<file path="src/rtl/rf_writeback_ctrl.sv">
// Write-side initiator for the 8x8 register file.
// Buffers retiring results in an in-order queue, drives the file's write
// strobe as a two-cycle high/low pulse (commit on the falling edge), runs the
// file's reset load after system reset, and forwards still-queued results to
// the two operand readers.
module rf_writeback_ctrl #(
    parameter int DEPTH = 4,
    parameter int AW    = 3,
    parameter int DW    = 8
) (
    input  logic          clk,
    input  logic          reset,
    input  logic          in_valid,
    output logic          in_ready,
    input  logic [AW-1:0] in_dest,
    input  logic [DW-1:0] in_data,
    input  logic [AW-1:0] src1,
    input  logic [AW-1:0] src2,
    output logic          fwd1_hit,
    output logic [DW-1:0] fwd1_data,
    output logic          fwd2_hit,
    output logic [DW-1:0] fwd2_data,
    output logic          rf_reset,
    output logic          rf_write,
    output logic [AW-1:0] rf_reg_write,
    output logic [DW-1:0] rf_writeback,
    output logic          busy
);

    // state   | meaning
    // INIT_HI | file reset load: first cycle strobe low (from reset), then strobe high
    // INIT_LO | strobe low; the falling edge loaded the file's reset values
    // IDLE    | queue empty, strobe low
    // WR_HI   | strobe high, head address/data presented
    // WR_LO   | strobe low after commit, address/data held

    localparam int PW = (DEPTH > 1) ? $clog2(DEPTH) : 1;
    localparam int CW = PW + 1;

    typedef enum logic [2:0] {
        INIT_HI,
        INIT_LO,
        IDLE,
        WR_HI,
        WR_LO
    } state_t;

    state_t state, state_nxt;

    logic [AW-1:0] dest_q [DEPTH];
    logic [DW-1:0] data_q [DEPTH];
    logic [PW-1:0] wr_ptr;
    logic [PW-1:0] rd_ptr;
    logic [CW-1:0] count;

    logic          push;
    logic          pop;
    logic          rf_reset_nxt;
    logic          rf_write_nxt;
    logic [AW-1:0] rf_reg_write_nxt;
    logic [DW-1:0] rf_writeback_nxt;

    assign in_ready = !reset && (count < CW'(DEPTH)) &&
                      (state != INIT_HI) && (state != INIT_LO);
    assign push     = in_valid && in_ready;
    assign busy     = reset || (state != IDLE) || (count != '0);

    // Next-state and next-output logic; the strobe/address/data registers
    // take the value belonging to the state being entered.
    always_comb begin
        state_nxt        = state;
        rf_reset_nxt     = rf_reset;
        rf_write_nxt     = rf_write;
        rf_reg_write_nxt = rf_reg_write;
        rf_writeback_nxt = rf_writeback;
        pop              = 1'b0;
        case (state)
            INIT_HI: begin
                // Entered from reset with the strobe low: raise it for one
                // cycle, then drop it in INIT_LO while rf_reset stays high.
                rf_reset_nxt = 1'b1;
                if (!rf_write) begin
                    rf_write_nxt = 1'b1;
                end else begin
                    rf_write_nxt = 1'b0;
                    state_nxt    = INIT_LO;
                end
            end
            INIT_LO: begin
                // rf_reset is released one edge after the strobe fell, so it
                // is never moving at the edge where the file samples it.
                rf_write_nxt = 1'b0;
                rf_reset_nxt = 1'b0;
                state_nxt    = IDLE;
            end
            IDLE: begin
                rf_reset_nxt = 1'b0;
                if (count != '0) begin
                    rf_reg_write_nxt = dest_q[rd_ptr];
                    rf_writeback_nxt = data_q[rd_ptr];
                    rf_write_nxt     = 1'b1;
                    state_nxt        = WR_HI;
                end
            end
            WR_HI: begin
                rf_write_nxt = 1'b0;
                pop          = 1'b1;
                state_nxt    = WR_LO;
            end
            WR_LO: begin
                if (count != '0) begin
                    rf_reg_write_nxt = dest_q[rd_ptr];
                    rf_writeback_nxt = data_q[rd_ptr];
                    rf_write_nxt     = 1'b1;
                    state_nxt        = WR_HI;
                end else begin
                    state_nxt = IDLE;
                end
            end
            default: begin
                rf_reset_nxt = 1'b1;
                rf_write_nxt = 1'b0;
                state_nxt    = INIT_HI;
            end
        endcase
    end

    // State, registered write-port outputs, queue pointers and occupancy.
    always_ff @(posedge clk) begin
        if (reset) begin
            state        <= INIT_HI;
            wr_ptr       <= '0;
            rd_ptr       <= '0;
            count        <= '0;
            rf_reset     <= 1'b1;
            rf_write     <= 1'b0;
            rf_reg_write <= '0;
            rf_writeback <= '0;
        end else begin
            state        <= state_nxt;
            rf_reset     <= rf_reset_nxt;
            rf_write     <= rf_write_nxt;
            rf_reg_write <= rf_reg_write_nxt;
            rf_writeback <= rf_writeback_nxt;
            if (push) begin
                wr_ptr <= wr_ptr + PW'(1);
            end
            if (pop) begin
                rd_ptr <= rd_ptr + PW'(1);
            end
            if (push && !pop) begin
                count <= count + CW'(1);
            end else if (!push && pop) begin
                count <= count - CW'(1);
            end
        end
    end

    // Queue storage; contents need no reset because count gates visibility.
    always_ff @(posedge clk) begin
        if (push) begin
            dest_q[wr_ptr] <= in_dest;
            data_q[wr_ptr] <= in_data;
        end
    end

    // Youngest-match forwarding: scan oldest to youngest so later hits win.
    always_comb begin
        fwd1_hit  = 1'b0;
        fwd1_data = '0;
        fwd2_hit  = 1'b0;
        fwd2_data = '0;
        for (int i = 0; i < DEPTH; i++) begin
            if (!reset && (CW'(i) < count)) begin
                if (dest_q[rd_ptr + PW'(i)] == src1) begin
                    fwd1_hit  = 1'b1;
                    fwd1_data = data_q[rd_ptr + PW'(i)];
                end
                if (dest_q[rd_ptr + PW'(i)] == src2) begin
                    fwd2_hit  = 1'b1;
                    fwd2_data = data_q[rd_ptr + PW'(i)];
                end
            end
        end
    end

endmodule

</file>
<file path="config.mk">
export PLATFORM = sky130hd
export DESIGN_NAME = rf_writeback_ctrl
export DESIGN_NICKNAME = d
export VERILOG_FILES = /design/src/rtl/rf_writeback_ctrl.sv
export SDC_FILE = /design/constraint.sdc
export NUM_CORES = 1
export LEC_CHECK = 0
export CAP_MARGIN = 20
export CORE_ASPECT_RATIO = 2
export CORE_MARGIN = 2
export CORE_UTILIZATION = 52
export DETAILED_ROUTE_END_ITERATION = 16
export PLACE_DENSITY = 0.83
export SETUP_SLACK_MARGIN = 0.1
export SYNTH_ARGS = -nofsm -noshare
export SYNTH_HDL_FRONTEND = slang
export SYNTH_SLANG_ARGS = --single-unit
</file>
<file path="constraint.sdc">
create_clock -name clk -period 1.9 [get_ports clk]
set_input_delay 0.19 -clock clk [delete_from_list [all_inputs] [get_ports clk]]
set_output_delay 0.19 -clock clk [all_outputs]
set_load 0.01 [all_outputs]
</file>
==> impl_metrics.py <==
metrics = {
    "routing": {
        "top_layer": "met4",
        "ant_nets": 0,
        "wl_mm": 15.2,
        "met1Wirelength_mm": 4.94,
        "wl_met2_mm": 8.55,
        "drtIter0Drc": 352,
        "wl_per_cell_um": 23.9,
        "vias": 4243,
        "met3_length_um": 791,
        "via_per_inst": 6.69,
        "drtPass1Iterations": 7,
        "remaining_drc_errors": 0,
    },
    "yosys": {
        "yosysTopAreaCell": "edfxtp_1",
        "syn_inst": 410,
        "synth-main-ff-cell": "edfxtp_1",
        "synth_cell_type_count": 35,
        "syn_nets": 439,
        "synth_top_area_share_pct": 28.1,
        "synth.most_common_cell": "edfxtp_1",
        "async_flop_share_pct": 0,
        "syn_area_per_cell_um2": 11.5,
        "yosysWarnings": 0,
        "ys_seq_area_share_pct": 38.8,
        "synth_area_um2": 4700,
        "ys_seq_elements": 69,
        "yosys-top-cells-area": "edfxtp_1, mux4_2, dfxtp_1",
        "synth_commonest_cells": "edfxtp_1, nand4_1, mux2i_1",
        "synth-edff-count": 44,
    },
    "placement": {
        "dp_worst_setup_slack_ps": -870,
        "dpl_cell_area_um2": 5870,
        "portBuffers": 52,
        "gp_congestion": 0.912,
        "dp_hpwl_mm": 9.82,
    },
    "grt": {
        "grt_pass1_wl_mm": 22.7,
        "antenna_found_initial": 0,
        "grt_pass1_vias": 4256,
        "grt_overflow": 0,
        "grt_max_degree": 33,
        "track_usage_pct": 30.0,
    },
    "run_status": {
        "status": "finished, violations left",
        "violations": "negative setup slack",
    },
    "floorplan": {
        "rows": 49,
        "die_h_um": 138,
        "die_width_um": 71.2,
        "die_area_um2": 9860,
        "initial_utilization_pct": 52.9,
        "ios": 53,
        "core_um2": 8890,
    },
    "layout": {
        "area_delta_synth_final_pct": 39.9,
        "drive_gt1_share_pct": 41.5,
        "fin_area_um2": 6580,
        "num-nets-final": 556,
        "antenna_cells": 0,
    },
    "flow_run": {
        "max-cap-violations": 0,
    },
    "timing": {
        "worst_pin_slew_ps": 459,
        "rsz0062_at_grt": "yes",
        "finalMaxSlewViolations": 0,
        "hold_viol": 0,
        "fmax_ghz": 0.369,
        "worst_slew_margin_rel_pct": 69.3,
        "setup_ws_ps": -809,
        "period_needed_ps": 2710,
        "finClkSkew_ps": 12.3,
        "setup_viol": 18,
        "post-route-period-util_pct": 143,
    },
    "worst_hold_path": {
        "hp-class": "in2reg",
    },
    "clocking": {
        "htree_levels": 3,
        "cts_buffers": 9,
        "clk_pin_slew_worst_paths_ps": 60,
        "cts_sinks": 69,
        "cts_tree": "yes",
        "clk_latency_ps": 340,
        "cts_buffer_depth": 2,
        "root_buffer": "clkbuf_16",
    },
    "worst_setup_path": {
        "critPathCaptureType": "output port",
        "crit_type": "reg2out",
        "cp-start-kind": "flip-flop",
        "cp_max_fo": 9,
        "cp.arrival_ps": 2520,
        "critPathRequiredTime_ps": 1710,
    },
    "power": {
        "leakage_nw": 2.44,
        "ir_worst_vdd_v": 0.000752,
        "p_per_area_nw_per_um2": 666,
    },
}
report_power, final:
part	internal, mW	total (mW)	switching, mW
sequential	1.64	1.69	0.0543
clock	1.10	1.73	0.635
combinational	0.476	0.955	0.479
total	3.21	4.38	1.17
cell usage in the layout (no fill, tap or decap), types with 6 or more instances in the layout:
master	count
a21oi_1	15
and3_1	12
buf_12	6
buf_2	18
buf_4	60
buf_6	16
clkbuf_16	10
clkdlybuf4s50_1	31
dfxtp_1	17
edfxtp_1	44
ha_1	7
mux2_2	16
mux2i_1	29
mux4_2	28
nand2_1	12
nand4_1	38
nor2_1	23
o211a_1	8
o211ai_1	16
o21ai_0	12
o2bb2ai_1	8
o2bb2ai_2	8
xnor2_1	12
xnor2_2	6
xnor2_4	10
flip-flops by register name, indices dropped and copies added (netlist names), 2 cells and up, named ones only:
name	count
data_q	32
dest_q	12
rf_writeback	8
count	3
rf_reg_write	3
state	3
rd_ptr	2
wr_ptr	2
kinds of logic after synthesis:
family	count (synthesis)	synth area share, %
buffers and inverters	41	3.94
muxes	73	23.4
AOI/OAI and AO/OA	76	11.3
DFF	69	38.8
xor gates and xnor gates	31	7.37
and+or+nand+nor	111	12.8
adders and majority gates	9	2.40
critical path: stages, from the launching register on:
cell and delay (ps):
dfxtp_4 370, buf_12 110, buf_4 110, mux4_2 530, xnor2_1 240, and4_1 260
buf_6 170, a21oi_1 80, o2bb2ai_1 140, buf_2 140
repair_timing:
| action | in CTS | in global routing |
|---|---|---|
| endpoints found under the hold margin | 0 | 0 |
| setup buffers | 10 | 6 |
| hold buffers | 0 | 0 |
| gates cloned | 3 | 1 |
| pin swaps | 34 | 8 |
| setup endpoints to repair | 30 | 32 |
| resized for setup | 114 | 35 |
metrics by stage:
stage          setup TNS [ps]  power [mW]  cells  hold slack [ps]  util [%]
2_1_floorplan           -3800        2.16    410              289         -
3_3_place_gp           -21060        2.45    598              472      66.1
3_5_place_dp           -21940        2.48    598              490      66.1
4_1_cts                -12480        4.23    627              347      71.9
5_1_grt                -14870        4.52    634              389      74.0
6_report               -13880        4.38    634              371      74.0
cell type report:
class / instances / area, µm²
Tap cell: 102 / 128
Clock buffer: 11 / 254
Sequential cell: 69 / 1840
Timing Repair Buffer: 137 / 1220
Inverter: 6 / 25.0
Clock inverter: 5 / 57.6
Fill cell: 560 / 2310
Multi-Input combinational cell: 304 / 3050
final timing paths:
kind / cells past startpoint / slack, ps / start / to
worst max-delay path: 9 / -810 / rd_ptr[0] / fwd2_data[2]
worst min-delay path: 3 / 370 / reset / rf_writeback[3]
worst max register to register: 12 / 110 / count[0] / rf_writeback[4]
worst min register to register: 2 / 490 / rf_reg_write[2] / rf_reg_write[2]
layer usage:
layer	GRT usage [%]	vias to the layer above
li1	-	1861
met1	30.2	2052
met2	55.0	243
met3	4.23	87
met4	19.4	0
met5	0	-
(Power assumes the default switching activity.)
